[src/rtl/wb_cyc_arbiter.sv]
// wb_cyc_arbiter: two-master WISHBONE CYC arbiter.
//   m0 (PCI bridge WB master) is gated to the test slave, m1 (test WB master)
//   is gated to the bridge slave. At most one gated CYC is ever active, and
//   every change of owner passes through at least one IDLE cycle.
//   Ties go to m0 (RR_EN=0) or to the master not granted last (RR_EN=1).
//   Optional feature macro: WB_ARB_TIMEOUT_EN enables a stuck-cycle watchdog
//   that force-releases a grant after TIMEOUT ack-less cycles. The arbiter
//   then parks in LOCKOUT until the stuck master drops CYC.
// Ports:
//   wb_clk_i, wb_rst_i      clock, synchronous active-high reset
//   m0_cyc_i, m1_cyc_i      CYC requests from the two masters
//   s0_ack_i, s1_ack_i      slave acks returned to m0 / m1
//   m0_gnt_o, m1_gnt_o      gated CYC to the test slave / bridge slave
//   busy_o                  grant active or arbiter in LOCKOUT
//   last_gnt_o              index of the most recently granted master
//   gnt0_cnt_o, gnt1_cnt_o  saturating grant counters
//   timeout_o               one-cycle pulse on a watchdog release
module wb_cyc_arbiter #(
  parameter logic        RR_EN   = 1'b0,
  parameter int unsigned CNT_W   = 16,
  parameter int unsigned TIMEOUT = 256
) (
  input  logic             wb_clk_i,
  input  logic             wb_rst_i,
  input  logic             m0_cyc_i,
  input  logic             m1_cyc_i,
  input  logic             s0_ack_i,
  input  logic             s1_ack_i,
  output logic             m0_gnt_o,
  output logic             m1_gnt_o,
  output logic             busy_o,
  output logic             last_gnt_o,
  output logic [CNT_W-1:0] gnt0_cnt_o,
  output logic [CNT_W-1:0] gnt1_cnt_o,
  output logic             timeout_o
);

`ifdef WB_ARB_TIMEOUT_EN
  typedef enum logic [1:0] {IDLE = 2'd0, G0 = 2'd1, G1 = 2'd2, LOCKOUT = 2'd3} state_t;
  localparam int unsigned WD_W = $clog2(TIMEOUT);
  logic [WD_W-1:0] wd_q, wd_d;
`else
  typedef enum logic [1:0] {IDLE = 2'd0, G0 = 2'd1, G1 = 2'd2} state_t;
  // Acks and TIMEOUT only matter to the watchdog.
  logic unused_wd_inputs;
  assign unused_wd_inputs = ^{s0_ack_i, s1_ack_i, 32'(TIMEOUT)};
`endif

  state_t           state_q, state_d;
  logic             last_d;
  logic [CNT_W-1:0] cnt0_d, cnt1_d;
  logic             to_d;
  logic             take1;
  logic             own_cyc;
  logic             own_ack;

  // The current (or stuck) owner is always the last granted master.
  assign own_cyc = last_gnt_o ? m1_cyc_i : m0_cyc_i;
  assign own_ack = last_gnt_o ? s1_ack_i : s0_ack_i;

  // Next-state, counter and watchdog logic.
  always_comb begin
    state_d = state_q;
    last_d  = last_gnt_o;
    cnt0_d  = gnt0_cnt_o;
    cnt1_d  = gnt1_cnt_o;
    to_d    = 1'b0;
    take1   = 1'b0;
`ifdef WB_ARB_TIMEOUT_EN
    wd_d    = wd_q;
`endif
    case (state_q)
      IDLE: begin
        if (m0_cyc_i || m1_cyc_i) begin
          if (m0_cyc_i && m1_cyc_i) take1 = RR_EN & ~last_gnt_o;
          else                      take1 = m1_cyc_i;
          state_d = take1 ? G1 : G0;
          last_d  = take1;
          if (take1) begin
            if (!(&gnt1_cnt_o)) cnt1_d = gnt1_cnt_o + CNT_W'(1);
          end else begin
            if (!(&gnt0_cnt_o)) cnt0_d = gnt0_cnt_o + CNT_W'(1);
          end
`ifdef WB_ARB_TIMEOUT_EN
          wd_d = '0;
`endif
        end
      end
      G0, G1: begin
        if (!own_cyc) begin
          state_d = IDLE;
        end
`ifdef WB_ARB_TIMEOUT_EN
        else if (own_ack) begin
          wd_d = '0;
        end else if (wd_q == WD_W'(TIMEOUT - 1)) begin
          state_d = LOCKOUT;
          to_d    = 1'b1;
        end else begin
          wd_d = wd_q + WD_W'(1);
        end
`endif
      end
`ifdef WB_ARB_TIMEOUT_EN
      LOCKOUT: begin
        if (!own_cyc) state_d = IDLE;
      end
`endif
      default: state_d = IDLE;
    endcase
  end

  // State and registered outputs.
  always_ff @(posedge wb_clk_i) begin
    if (wb_rst_i) begin
      state_q    <= IDLE;
      m0_gnt_o   <= 1'b0;
      m1_gnt_o   <= 1'b0;
      busy_o     <= 1'b0;
      last_gnt_o <= 1'b1;
      gnt0_cnt_o <= '0;
      gnt1_cnt_o <= '0;
      timeout_o  <= 1'b0;
`ifdef WB_ARB_TIMEOUT_EN
      wd_q       <= '0;
`endif
    end else begin
      state_q    <= state_d;
      m0_gnt_o   <= (state_d == G0);
      m1_gnt_o   <= (state_d == G1);
      busy_o     <= (state_d != IDLE);
      last_gnt_o <= last_d;
      gnt0_cnt_o <= cnt0_d;
      gnt1_cnt_o <= cnt1_d;
      timeout_o  <= to_d;
`ifdef WB_ARB_TIMEOUT_EN
      wd_q       <= wd_d;
`endif
    end
  end

endmodule
[config.mk]
export PLATFORM = sky130hd
export DESIGN_NAME = wb_cyc_arbiter
export DESIGN_NICKNAME = d
export VERILOG_FILES = /design/src/rtl/wb_cyc_arbiter.sv
export SDC_FILE = /design/constraint.sdc
export NUM_CORES = 1
export LEC_CHECK = 0
export BUFFER_PORTS_ARGS = -buffer_cell sky130_fd_sc_hd__buf_2
export CAP_MARGIN = 20
export CORE_AREA = 2 2 70 72
export CTS_BUF_LIST = sky130_fd_sc_hd__clkbuf_16
export DETAILED_ROUTE_END_ITERATION = 16
export DIE_AREA = 0 0 72 74
export PLACE_DENSITY = 0.68
export SLEW_MARGIN = 20
export SYNTH_ARGS = -nofsm -noshare
export SYNTH_HDL_FRONTEND = slang
export SYNTH_SLANG_ARGS = --single-unit
[constraint.sdc]
create_clock -name wb_clk_i -period 2.5 [get_ports wb_clk_i]
set_clock_uncertainty 0.1 [all_clocks]
set_input_delay 0.25 -clock wb_clk_i [delete_from_list [all_inputs] [get_ports wb_clk_i]]
set_output_delay 0.25 -clock wb_clk_i [all_outputs]
set_load 0.005 [all_outputs]
## Word-level counts from Yosys, hierarchy flattened

Cells that the tools add are included.

- Div/mod/pow operators: 0
- Shift-type cells: 0
- Magnitude comparators: 0
- Multipliers: 0
- Bitwise gates (word level): 3
- Multiplexer cells: 8
- Reduce and logical (&&, ||, !) cells: 10
- $add $sub $neg: 2
- Eq/ne operators: 4

Operators with widths:

| kind | count |
|---|---|
| adder 16 x 1 -> 16 bit (second input constant) | 2 |
| AND reduction 16 bit | 2 |
| AND reduction 4 bit | 2 |
| 2-to-1 mux 2 bit | 3 |
| == test 2 x 1 -> 1 bit (second input constant) | 2 |
| == test 2 bit (second input constant) | 2 |
| 2-to-1 mux 1 bit | 4 |
| one-hot mux 2 bit (2 select lines) | 1 |
| inverter 1 bit | 3 |
| zero test 2 bit | 1 |
| AND reduction 2 bit | 1 |
| nonzero test 2 bit | 1 |
| OR reduction 2 bit | 1 |
| logical AND 1 bit | 1 |
| logical OR 1 bit | 1 |

- Latch bits: 0
- ROM bits: 0
- Register bits after elaboration: 38
- Memories: 0
- Output and inout port bits: 37
- Bits in writable memories: 0

## Logic depth before layout (Yosys ltp)

- Depth after elaboration: 8
- Mapped depth: 7
- Mapped depth without buffers: 6

## Worst setup path after synthesis

No wires, ideal clock.

- Path type: register to register
- Start point: register state_q[0]
- End point: register gnt1_cnt_o[11]
- Path slack: 0.447 ns
- Library setup time: 0.070 ns
- Stages on the path, launching flop included: 8
- Required time: 2.330 ns
- Arrival: 1.882 ns
- Cell sequence: dfxtp_1 -> inv_1 -> ha_1 -> nand3b_1 -> or4b_1 -> buf_2 -> or4_1 -> a21oi_1

- Cells in the longest elaborated chain, start to end: 2

Ends and longest elaborated chain:

| what | RTL line | text |
|---|---|---|
| from (decl) | 49 | `state_t state_q, state_d;` |
| from (signal assigned) | 128 | `state_q <= state_d;` |
| zero test 2 bit | 72 | `case (state_q)` |
| AND reduction 4 bit (no line) | -- |  |
| to (signal assigned) | 134 | `gnt1_cnt_o <= cnt1_d;` |
| to (decl) | 34 | `output logic [CNT_W-1:0] gnt1_cnt_o,` |

Every way passes these cells.
A chain may end at the register's enable or synchronous reset.

## Worst setup path in the final report

- Start point: register state_q[1]
- End point: register gnt1_cnt_o[11]

Same word-level chain as after synthesis.

==> impl_metrics.py <==
metrics = {
    "status": {
        "outcome": "completed",
    },
    "min_path": {
        "hold_class": "in2reg",
        "min_to": "last_gnt_o",
        "hold_path_depth": 3,
        "min_from": "m1_cyc_i",
    },
    "synthesis": {
        "synth-simple-area-share_pct": 29.3,
        "synth.ff_latch_count": 38,
        "ys.flop_type": "dfxtp_1",
        "synth_warnings": 0,
        "synth_enable_flop_cells": 0,
        "synth_fa_ha_area_share_pct": 2.64,
        "synth_area_per_cell_um2": 8.39,
        "synth_top_family_by_area": "simple AND/OR/NAND/NOR gates",
        "syn_inst": 226,
        "synth_area_mm2": 0.00190,
        "synth-xor-area-share_pct": 0,
        "async_flop_share_pct": 0,
        "syn_nets": 236,
        "ys_types": 40,
        "synth.area.mux_share_pct": 2.31,
        "seq_area_frac_synth_pct": 40.1,
        "synth-compound-area-share_pct": 20.6,
    },
    "die": {
        "core-area_mm2": 0.00460,
        "io_pins": 43,
        "core.rowCount": 25,
        "die_w_um": 72,
        "dieArea_mm2": 0.00533,
        "die_h_um": 74,
        "start_util_pct": 41.3,
    },
    "global_route": {
        "grt_usage_pct": 16.8,
        "grt_overflow": 0,
        "grt_max_degree": 26,
        "grt_pass1_vias": 1584,
        "grt_pass1_wl_um": 7060,
        "antenna_found_initial": 0,
    },
    "worst_setup_path": {
        "slowest_delay_ns": 0.60,
        "r2r-start": "state_q[1]",
        "critPathCaptureType": "flop",
        "critPathSlowestCell": "or4b_1",
        "crit_path_max_fanout": 9,
        "cp.required_ns": 2.61,
        "r2r_end": "gnt1_cnt_o[11]",
        "crit_buf_inv": 1,
        "r2r_cells": 6,
        "critPathTopFamily": "simple AND/OR/NAND/NOR gates",
        "worstPathArrival_ns": 2.33,
        "worstPathCellList": "inv_1 > ha_1 > nand3b_1 > or4b_1 > or4_1 > a21oi_1",
        "crit_type": "reg2reg",
        "start_kind": "flop",
        "rrSetupSlack_ns": 0.29,
    },
    "flow_run": {
        "drv_cap": 0,
    },
    "power_and_ir_drop": {
        "powerDensity_mw_per_mm2": 565,
        "total_leakage_power_nw": 0.911,
        "irDropWorstVdd_uv": 444,
        "power.total_mw": 1.30,
    },
    "timing": {
        "slew-limit-headroom_pct": 60.4,
        "fin_crit_sh_pct": 88.5,
        "max_freq_ghz": 0.452,
        "grt_setup_unrepaired": "false",
        "drv_slew": 0,
        "tns_ns": 0,
        "fin_crit_ns": 2.21,
        "tightestPinTransition_ns": 0.589,
        "hold_viol_final": 0,
        "setup_viol": 0,
    },
    "place": {
        "place_congestion": 0.775,
        "portBuffers": 39,
        "dp_hpwl_um": 3010,
        "placed_area_mm2": 0.00217,
    },
    "clock_tree": {
        "clock_tree.buffer_depth": 2,
        "htreeDepth": 2,
        "cts_tree": "done",
        "cts_setup_buffers": 0,
        "cts_num_sinks": 38,
        "clk_pin_slew_ns": 0.05,
        "root_buffer": "clkbuf_16",
        "cts-hold-fix-buffers": 0,
        "numCtsBuffers": 5,
        "clkLatencyLatePin_ns": 0.28,
        "cts_resized": 0,
    },
    "cells_and_area": {
        "seqCellArea_um2": 761,
        "diodes": 0,
        "multi_input_area_mm2": 0.00104,
        "drive_gt1_share_pct": 20.7,
        "nets": 280,
        "nFillCells": 466,
        "area_growth_pct": 21.6,
        "final_area_mm2": 0.00231,
    },
    "routing": {
        "wl_um": 4240,
        "vias_per_cell": 5.73,
        "drtAntennaViolNets": 0,
        "drtPass1Iterations": 4,
        "drtIter0Drc": 112,
        "wl_per_cell_um": 13.1,
        "drc": 0,
        "vias": 1858,
    },
}
layout make-up:
class                   count  area share [%]
repair buffers             46            10.7
well taps                  54            2.93
clock buffers               5            5.43
inverters                  14            2.28
clock inverters             2           0.326
flip-flops and latches     38            33.0
multi-input cells         165            45.3
synthesized netlist by cell type (4+ instances only):
master    count  area, um2
nand2_1      14       52.6
o31ai_1      13       97.6
a21oi_1      24        120
o21ai_0      11       55.1
nor2b_1       4       25.0
nor4_1        4       25.0
or4_1        15        113
o41ai_1       5       43.8
nand3_1      10       50.1
inv_1        14       52.6
clkbuf_1      6       22.5
nor3_1        8       40.0
nor2_1        8       30.0
nand4_1       8       50.1
or3_1         8       50.1
dfxtp_1      38        761
ha_1          4       50.1
cells by family (layout without fill, tap and decap cells):
logic type,Yosys count,after routing
simple gates,94,94
mux,4,4
fa+ha+maj,4,4
buf+inv,23,67
other cells,1,1
compound gates,62,62
flops,38,38
report_power, final:
part	switching (mW)	internal, mW	total [mW]
clock network	0.233	0.356	0.589
registers	0.0125	0.619	0.632
logic	0.0485	0.0323	0.0808
per-layer routing:
metal,share of wire [%],vias to the layer above,GRT usage [%]
met2,44,35,25.2
met4,2.1,0,9.43
li1,-,959,-
met5,0,-,0
met1,50,858,22.9
met3,3.4,6,3.25
registers in the layout (all words and copies together) (netlist names):
| signal | flops |
|---|---|
| gnt1_cnt_o | 16 |
| gnt0_cnt_o | 16 |
| state_q | 2 |
| last_gnt_o | 1 |
| m1_gnt_o | 1 |
| m0_gnt_o | 1 |
| busy_o | 1 |
worst max path at each step:
stage / start / to / slack [ns] / cells after the start
after floorplan: state_q[0] / gnt1_cnt_o[11] / 0.45 / 7
after global placement: state_q[0] / gnt1_cnt_o[11] / 0.31 / 6
after detailed placement: state_q[1] / gnt1_cnt_o[13] / 0.29 / 6
after CTS: state_q[1] / gnt1_cnt_o[13] / 0.27 / 6
after global routing: state_q[1] / gnt1_cnt_o[11] / 0.08 / 6
final: state_q[1] / gnt1_cnt_o[11] / 0.29 / 6
worst min-delay path, delay by kind of cell:
family          cells  cell delay, ns
buf+inv             1            0.14
compound gates      2            0.20
through the flow:
stage | cells | setup WS, ns | hold slack, ns | utilization (%)
3_3_place_gp | 317 | 0.314 | 0.381 | 47.3
2_1_floorplan | 226 | 0.447 | 0.333 | -
6_report | 324 | 0.288 | 0.245 | 50.1
3_5_place_dp | 317 | 0.287 | 0.392 | 47.3
5_1_grt | 324 | 0.0825 | 0.281 | 50.1
4_1_cts | 324 | 0.275 | 0.238 | 50.1
layout by cell type, fill, tap and decap left out, types with 2 or more instances in the layout:
master,count
buf_2,39
or4_1,15
o31ai_1,13
nor2b_1,4
and3_1,3
o311ai_0,2
nor2_1,8
o21ai_0,11
and4_1,3
nand4_1,8
nor4_1,4
nand2_1,14
ha_1,4
mux2_2,3
dfxtp_1,38
and3b_1,2
nor3_1,8
nand3b_1,2
nand3_1,10
o41ai_1,5
or3_1,8
inv_1,16
clkbuf_16,5
buf_4,7
a21oi_1,24
Note: power is estimated with default switching activity, not from simulation.
